==> src/rtl/ns_pkg.sv <==
// Shared types for the Needham-Schroeder-Lowe responder: slot states, message
// types and the lowest-index picker used for slot allocation and commit lookup.
package ns_pkg;

    localparam int NS_MSB    = 2;
    localparam int ID_W      = NS_MSB + 1;
    localparam int TIMER_W   = 8;
    localparam int MAX_SLOTS = 4;

    typedef enum logic [1:0] {
        SLEEPING  = 2'd0,
        WAITING   = 2'd1,
        COMMITTED = 2'd2
    } slot_state_t;

    typedef enum logic [1:0] {
        M_NoMessage         = 2'd0,
        M_NonceAddress      = 2'd1,
        M_NonceNonceAddress = 2'd2,
        M_Nonce             = 2'd3
    } msg_type_t;

    typedef struct packed {
        logic       found;
        logic [1:0] idx;
    } pick_t;

    // Lowest set bit wins.
    function automatic pick_t pick_lowest(input logic [MAX_SLOTS-1:0] v);
        pick_t p;
        p.found = 1'b0;
        p.idx   = 2'd0;
        for (int i = MAX_SLOTS - 1; i >= 0; i--) begin
            if (v[i]) begin
                p.found = 1'b1;
                p.idx   = 2'(i);
            end
        end
        return p;
    endfunction

endpackage

==> src/rtl/ns_responder_slot.sv <==
// One responder session slot: state, partner, nonce and a WAITING timeout.
// The timer is a down-counter loaded on allocation; expiry is at terminal count 0.
//
// state     | meaning
// ----------+-------------------------------------------------------------
// SLEEPING  | free, may be allocated by an incoming M_NonceAddress
// WAITING   | reply sent, awaiting M_Nonce with our nonce; times out
// COMMITTED | session completed; terminal until reset
module ns_responder_slot
    import ns_pkg::*;
#(
    parameter int MSB     = NS_MSB,
    parameter int TIMEOUT = 15
) (
    input  logic         clock,
    input  logic         reset,
    input  logic         alloc,
    input  logic [MSB:0] alloc_partner,
    input  logic [MSB:0] alloc_nonce,
    input  logic         commit_hit,
    input  logic [MSB:0] rx_nonce,
    output logic         waiting,
    output logic         sleeping,
    output logic         nonce_match,
    output logic [MSB:0] partner
);

    localparam logic [TIMER_W-1:0] TIMER_LOAD = TIMER_W'(TIMEOUT - 1);

    slot_state_t        state, state_nxt;
    logic [TIMER_W-1:0] timer, timer_nxt;
    logic [MSB:0]       partner_nxt;
    logic [MSB:0]       nonce, nonce_nxt;

    always_ff @(posedge clock) begin
        if (reset) begin
            state   <= SLEEPING;
            timer   <= '0;
            partner <= '0;
            nonce   <= '0;
        end else begin
            state   <= state_nxt;
            timer   <= timer_nxt;
            partner <= partner_nxt;
            nonce   <= nonce_nxt;
        end
    end

    always_comb begin
        state_nxt   = state;
        timer_nxt   = timer;
        partner_nxt = partner;
        nonce_nxt   = nonce;
        unique case (state)
            SLEEPING: begin
                if (alloc) begin
                    state_nxt   = WAITING;
                    timer_nxt   = TIMER_LOAD;
                    partner_nxt = alloc_partner;
                    nonce_nxt   = alloc_nonce;
                end
            end
            WAITING: begin
                // A commit arriving in the expiry cycle still wins.
                if (commit_hit) begin
                    state_nxt = COMMITTED;
                end else if (timer == '0) begin
                    state_nxt = SLEEPING;
                end else begin
                    timer_nxt = timer - 1'b1;
                end
            end
            COMMITTED: begin
                state_nxt = COMMITTED;
            end
            default: begin
                state_nxt = SLEEPING;
            end
        endcase
    end

    assign waiting     = (state == WAITING);
    assign sleeping    = (state == SLEEPING);
    assign nonce_match = (nonce == rx_nonce);

endmodule

==> src/rtl/ns_responder.sv <==
// Needham-Schroeder(-Lowe) B-side responder: accepts net messages, allocates
// session slots, emits message-2 replies and reports commits. NS_LOWE_FIX_EN
// puts SELF_ID in the reply address field; otherwise the field is 0.
module ns_responder
    import ns_pkg::*;
#(
    parameter int SELF_ID   = 2,
    parameter int MSB       = NS_MSB,
    parameter int NUM_SLOTS = 2,
    parameter int TIMEOUT   = 15
) (
    input  logic         clock,
    input  logic         reset,
    input  logic         rx_valid,
    output logic         rx_ready,
    input  logic [MSB:0] rx_dest,
    input  logic [MSB:0] rx_key,
    input  logic [1:0]   rx_type,
    input  logic [MSB:0] rx_nonce1,
    input  logic [MSB:0] rx_nonce2,
    input  logic [MSB:0] rx_address,
    output logic         tx_valid,
    input  logic         tx_ready,
    output logic [MSB:0] tx_dest,
    output logic [MSB:0] tx_key,
    output logic [1:0]   tx_type,
    output logic [MSB:0] tx_nonce1,
    output logic [MSB:0] tx_nonce2,
    output logic [MSB:0] tx_address,
    output logic         commit_valid,
    output logic [MSB:0] commit_partner,
    output logic [7:0]   drop_count
);

    localparam logic [MSB:0] SELF = SELF_ID[MSB:0];
`ifdef NS_LOWE_FIX_EN
    localparam logic [MSB:0] REPLY_ADDR = SELF;
`else
    localparam logic [MSB:0] REPLY_ADDR = '0;
`endif

    logic [MAX_SLOTS-1:0] slot_waiting;
    logic [MAX_SLOTS-1:0] slot_sleeping;
    logic [MAX_SLOTS-1:0] slot_match;
    logic [MSB:0]         slot_partner [MAX_SLOTS];

    logic [MSB:0] nonce_ctr;
    pick_t        alloc_pick;
    pick_t        commit_pick;
    logic         accept;
    logic         for_me;
    logic         do_alloc;
    logic         do_commit;
    logic         do_drop;

    // The responder never uses the second nonce of an incoming message.
    logic unused_rx_nonce2;
    assign unused_rx_nonce2 = ^rx_nonce2;

    assign rx_ready = !tx_valid;

    always_comb begin
        accept      = rx_valid && rx_ready;
        for_me      = accept && (rx_dest == SELF);
        alloc_pick  = pick_lowest(slot_sleeping);
        commit_pick = pick_lowest(slot_waiting & slot_match);
        do_alloc    = 1'b0;
        do_commit   = 1'b0;
        do_drop     = 1'b0;
        if (for_me) begin
            if (rx_key != SELF) begin
                do_drop = 1'b1;
            end else if (rx_type == M_NonceAddress) begin
                do_alloc = alloc_pick.found;
                do_drop  = !alloc_pick.found;
            end else if (rx_type == M_Nonce) begin
                do_commit = commit_pick.found;
                do_drop   = !commit_pick.found;
            end else begin
                do_drop = 1'b1;
            end
        end
    end

    for (genvar g = 0; g < MAX_SLOTS; g++) begin : g_slot
        if (g < NUM_SLOTS) begin : g_used
            ns_responder_slot #(
                .MSB     (MSB),
                .TIMEOUT (TIMEOUT)
            ) u_slot (
                .clock         (clock),
                .reset         (reset),
                .alloc         (do_alloc && (alloc_pick.idx == 2'(g))),
                .alloc_partner (rx_address),
                .alloc_nonce   (nonce_ctr),
                .commit_hit    (do_commit && (commit_pick.idx == 2'(g))),
                .rx_nonce      (rx_nonce1),
                .waiting       (slot_waiting[g]),
                .sleeping      (slot_sleeping[g]),
                .nonce_match   (slot_match[g]),
                .partner       (slot_partner[g])
            );
        end else begin : g_unused
            assign slot_waiting[g]  = 1'b0;
            assign slot_sleeping[g] = 1'b0;
            assign slot_match[g]    = 1'b0;
            assign slot_partner[g]  = '0;
        end
    end

    always_ff @(posedge clock) begin
        if (reset) begin
            tx_valid   <= 1'b0;
            tx_dest    <= '0;
            tx_key     <= '0;
            tx_type    <= '0;
            tx_nonce1  <= '0;
            tx_nonce2  <= '0;
            tx_address <= '0;
        end else if (do_alloc) begin
            tx_valid   <= 1'b1;
            tx_dest    <= rx_address;
            tx_key     <= rx_address;
            tx_type    <= M_NonceNonceAddress;
            tx_nonce1  <= rx_nonce1;
            tx_nonce2  <= nonce_ctr;
            tx_address <= REPLY_ADDR;
        end else if (tx_valid && tx_ready) begin
            tx_valid <= 1'b0;
        end
    end

    always_ff @(posedge clock) begin
        if (reset) begin
            nonce_ctr      <= '0;
            commit_valid   <= 1'b0;
            commit_partner <= '0;
            drop_count     <= '0;
        end else begin
            commit_valid <= do_commit;
            if (do_alloc) begin
                nonce_ctr <= nonce_ctr + 1'b1;
            end
            if (do_commit) begin
                commit_partner <= slot_partner[commit_pick.idx];
            end
            if (do_drop && (drop_count != 8'hFF)) begin
                drop_count <= drop_count + 8'd1;
            end
        end
    end

endmodule
==> config.mk <==
export PLATFORM = sky130hd
export DESIGN_NAME = ns_responder
export DESIGN_NICKNAME = d
export VERILOG_FILES = /design/src/rtl/ns_pkg.sv /design/src/rtl/ns_responder_slot.sv /design/src/rtl/ns_responder.sv
export SDC_FILE = /design/constraint.sdc
export NUM_CORES = 1
export LEC_CHECK = 0
export ABC_AREA = 1
export CORE_MARGIN = 2
export CORE_UTILIZATION = 40
export DETAILED_ROUTE_END_ITERATION = 10
export GPL_TIMING_DRIVEN = 0
export PLACE_DENSITY = 0.67
export SYNTH_ARGS = -nofsm -noshare
export SYNTH_HDL_FRONTEND = slang
export SYNTH_SLANG_ARGS = --single-unit
==> constraint.sdc <==
create_clock -name clock -period 1.9 [get_ports clock]
set_input_delay 0.38 -clock clock [delete_from_list [all_inputs] [get_ports clock]]
set_output_delay 0.38 -clock clock [all_outputs]
set_load 0.005 [all_outputs]
==> results_dict.tcl <==
set metrics [dict create \
    nFillCells 744 \
    slowest_delay_ns 0.59 \
    slew_headroom_pct 56.8 \
    post_drt_wl_per_cell_um 12.4 \
    n_antenna_cell 0 \
    synthTopCellsByCount "nand2_1 (98), nor2_1 (60), dfxtp_1 (58), nand3_1 (44), inv_1 (40)" \
    cts_max_level 3 \
    gp_congestion 0.813 \
    synth_top_cell_by_area "dfxtp_1" \
    status "finished, final reports clean" \
    top_layer "met4" \
    final_cells 614 \
    area_growth_pct 26.1 \
    synth_warnings 0 \
    rows 32 \
    avgSynthCellArea_um2 6.97 \
    dr_wl_met2_mm 3.59 \
    drtAntennaViolNets 0 \
    dp_cells 596 \
    crit_fanout 8 \
    combPwrFrac_pct 5.3 \
    start_kind "primary input" \
    cp_common_cell "nand2_1" \
    hold_buffers 0 \
    ys_top_cells_by_area "dfxtp_1 (37%), nand2_1 (12%), nor2_1 (7.2%)" \
    synth_most_common_cell "nand2_1" \
    core_um2 7650 \
    grt_pass1_vias 2646 \
    fin_crit_sh_pct 93.7 \
    drive_above_1_share_pct 13.1 \
    wl_met1_mm 3.57 \
    cts_buffers 9 \
    wl_mm 7.58 \
    stdcell_area_um2 3930 \
    grt_pass1_wl_mm 12.6 \
    finalSetupViolations 0 \
    die_w_um 92.3 \
    leakagePower_nw 1.65 \
    netlist_area_um2 3120 \
    fin_nets 534 \
    power_frac_seq_pct 46.3 \
    startpoint "rx_nonce1[2]" \
    min_path_type "flip-flop to flip-flop" \
    power_density_nw_per_um2 671 \
    grtUsageTotal_pct 18.7 \
    switching_share_pct 22.2 \
    ys_types 33 \
    worstPathCellList "clkdlybuf4s50_1 -> xnor2_1 -> nand2_1 -> nor2_1 -> nand4_2 -> nand2_4 -> nand2_1 -> a21oi_1" \
    placed_area_um2 3700 \
    p_clk_share_pct 48.4 \
    drv_cap 0 \
    grt_overflow 0 \
    path_class "primary input to flip-flop" \
    r2r-start "g_slot[0].g_used.u_slot.state[0]" \
    vias_per_cell 4.83 \
    min_from "g_slot[0].g_used.u_slot.partner[0]" \
    arrival_ns 2.04 \
    finClkSkew_ns 0.0146 \
    dp_hpwl_mm 5.41 \
    wl_met3_um 327 \
    postCtsSetupBuffers 0 \
    slew_violations 0 \
    first_pass_iters 4 \
    hold_violations 0 \
    synthFlopType "dfxtp_1" \
    port_buffers 44 \
    synth_edf_count 0 \
    drc 0 \
    worstPathRequired_ns 2.16 \
    cts_resized 0 \
    io_pins 52 \
    p_int_mw 2.05 \
    fmax_mhz 562 \
    cts_tree "done" \
    crit_slowest_cell "clkdlybuf4s50_1" \
    clk_pin_slew_worst_paths_ns 0.06 \
    async_flop_share_pct 0 \
    drt_iter0_drc 125 \
    tightest_slew_ns 0.648 \
    clock_latency_ns 0.35 \
    synth_top_area_share_pct 37.3 \
    period_minus_slack_ns 1.78 \
    die_h_um 92.3 \
    antenna_found_initial 0 \
    start_util_pct 40.8 \
    dieArea_um2 8510 \
    root_buffer "clkbuf_8" \
    synthCells 447 \
    clockBufferDepth 2 \
    p_sw_mw 0.586 \
    vias 2963 \
    grt_start_max_net_pins 11 \
    synth_seq_area_share_pct 37.3 \
    yosys_register_bits 58 \
    setup.worst_path.end_class "flip-flop" \
    peakVddDrop_v 0.000349 \
    cts.sinks 58 \
]
[worst paths after layout]
check	endpoint	slack, ns	cells after the start
worst min register to register	g_slot[0].g_used.u_slot.partner[0]	0.45	2
worst max register to register	g_slot[0].g_used.u_slot.timer[2]	0.22	8
worst min-delay path	g_slot[0].g_used.u_slot.partner[0]	0.45	2
worst max-delay path	g_slot[0].g_used.u_slot.timer[2]	0.12	8
[critical path: cells and delay by family]
kind | cells | cell delay, ns
and+or+nand+nor | 5 | 0.75
buffers and inverters | 1 | 0.59
AOI/OAI and AO/OA | 1 | 0.16
xor gates and xnor gates | 1 | 0.15
[cell type report]
class | instances | area [um2] | share of cell area (%)
Multi-Input combinational cell | 327 | 1680 | 42.7
Tap cell | 102 | 128 | 3.25
Inverter | 49 | 184 | 4.68
Clock buffer | 11 | 141 | 3.60
Buffer | 16 | 105 | 2.67
Clock inverter | 5 | 77.6 | 1.97
Sequential cell | 58 | 1160 | 29.5
Timing Repair Buffer | 46 | 455 | 11.6
[state kept, by name, summed over array words and instances, names as in the netlist]
register / count
tx_key: 3
tx_valid: 1
commit_partner: 3
drop_count: 8
nonce_ctr: 3
tx_type: 1
g_slot.g_used.u_slot.state: 4
tx_nonce1: 3
g_slot.g_used.u_slot.timer: 16
g_slot.g_used.u_slot.partner: 6
tx_nonce2: 3
commit_valid: 1
g_slot.g_used.u_slot.nonce: 6
[kinds of logic (layout without fill, tap and decap cells)]
family	Yosys count	after routing	share of synthesized area (%)
buf+inv	65	127	9.27
simple gates	240	240	36.5
flops	58	58	37.3
xor+xnor	10	10	2.81
fa+ha+maj	6	6	2.41
other cells	1	4	0.120
compound gates	67	67	11.6
[routing by layer]
| metal | vias to the layer above | global-route usage, % |
|---|---|---|
| met5 | - | 0 |
| met4 | 0 | 6.84 |
| met3 | 7 | 4.27 |
| met2 | 72 | 30.0 |
| met1 | 1329 | 24.6 |
| li1 | 1555 | - |
[power by group through the flow]
stage	Combinational [mW]	Sequential (mW)	Clock [mW]
4_1_cts	0.142	1.22	1.29
2_1_floorplan	0.0719	1.25	0
3_3_place_gp	0.140	1.25	0
3_5_place_dp	0.141	1.25	0
5_1_grt	0.156	1.22	1.35
6_report	0.141	1.22	1.27
[placed cells by master (no fill, tap or decap), types with 3 or more instances in the layout]
cell,netlist,final
ha_1,6,6
nand4_1,8,8
nand3_1,44,44
inv_1,40,40
a21oi_1,39,39
buf_4,7,9
clkdlybuf4s50_1,0,44
nand2_4,6,6
clkbuf_1,4,5
conb_1,1,4
nand2_2,3,3
nand2_1,98,98
nor2_2,6,6
nor2_1,60,60
clkbuf_8,0,10
inv_2,9,9
dfxtp_1,58,58
xor2_1,8,8
o21ai_0,22,22
nor2_4,6,6
[per-stage QoR]
stage               hold WS, ns  util (%)   TNS, ns  setup WS, ns  total power [mW]
floorplan                 0.423         -         0         0.431              1.32
finish                    0.447      51.4         0         0.121              2.64
global route              0.473      51.4  -0.00749      -0.00400              2.73
CTS                       0.449      51.2         0         0.123              2.65
global placement          0.436      48.3     -6.30        -0.240              1.39
detailed placement        0.440      48.3     -7.02        -0.229              1.39
Note: power is estimated with default switching activity, not from simulation.
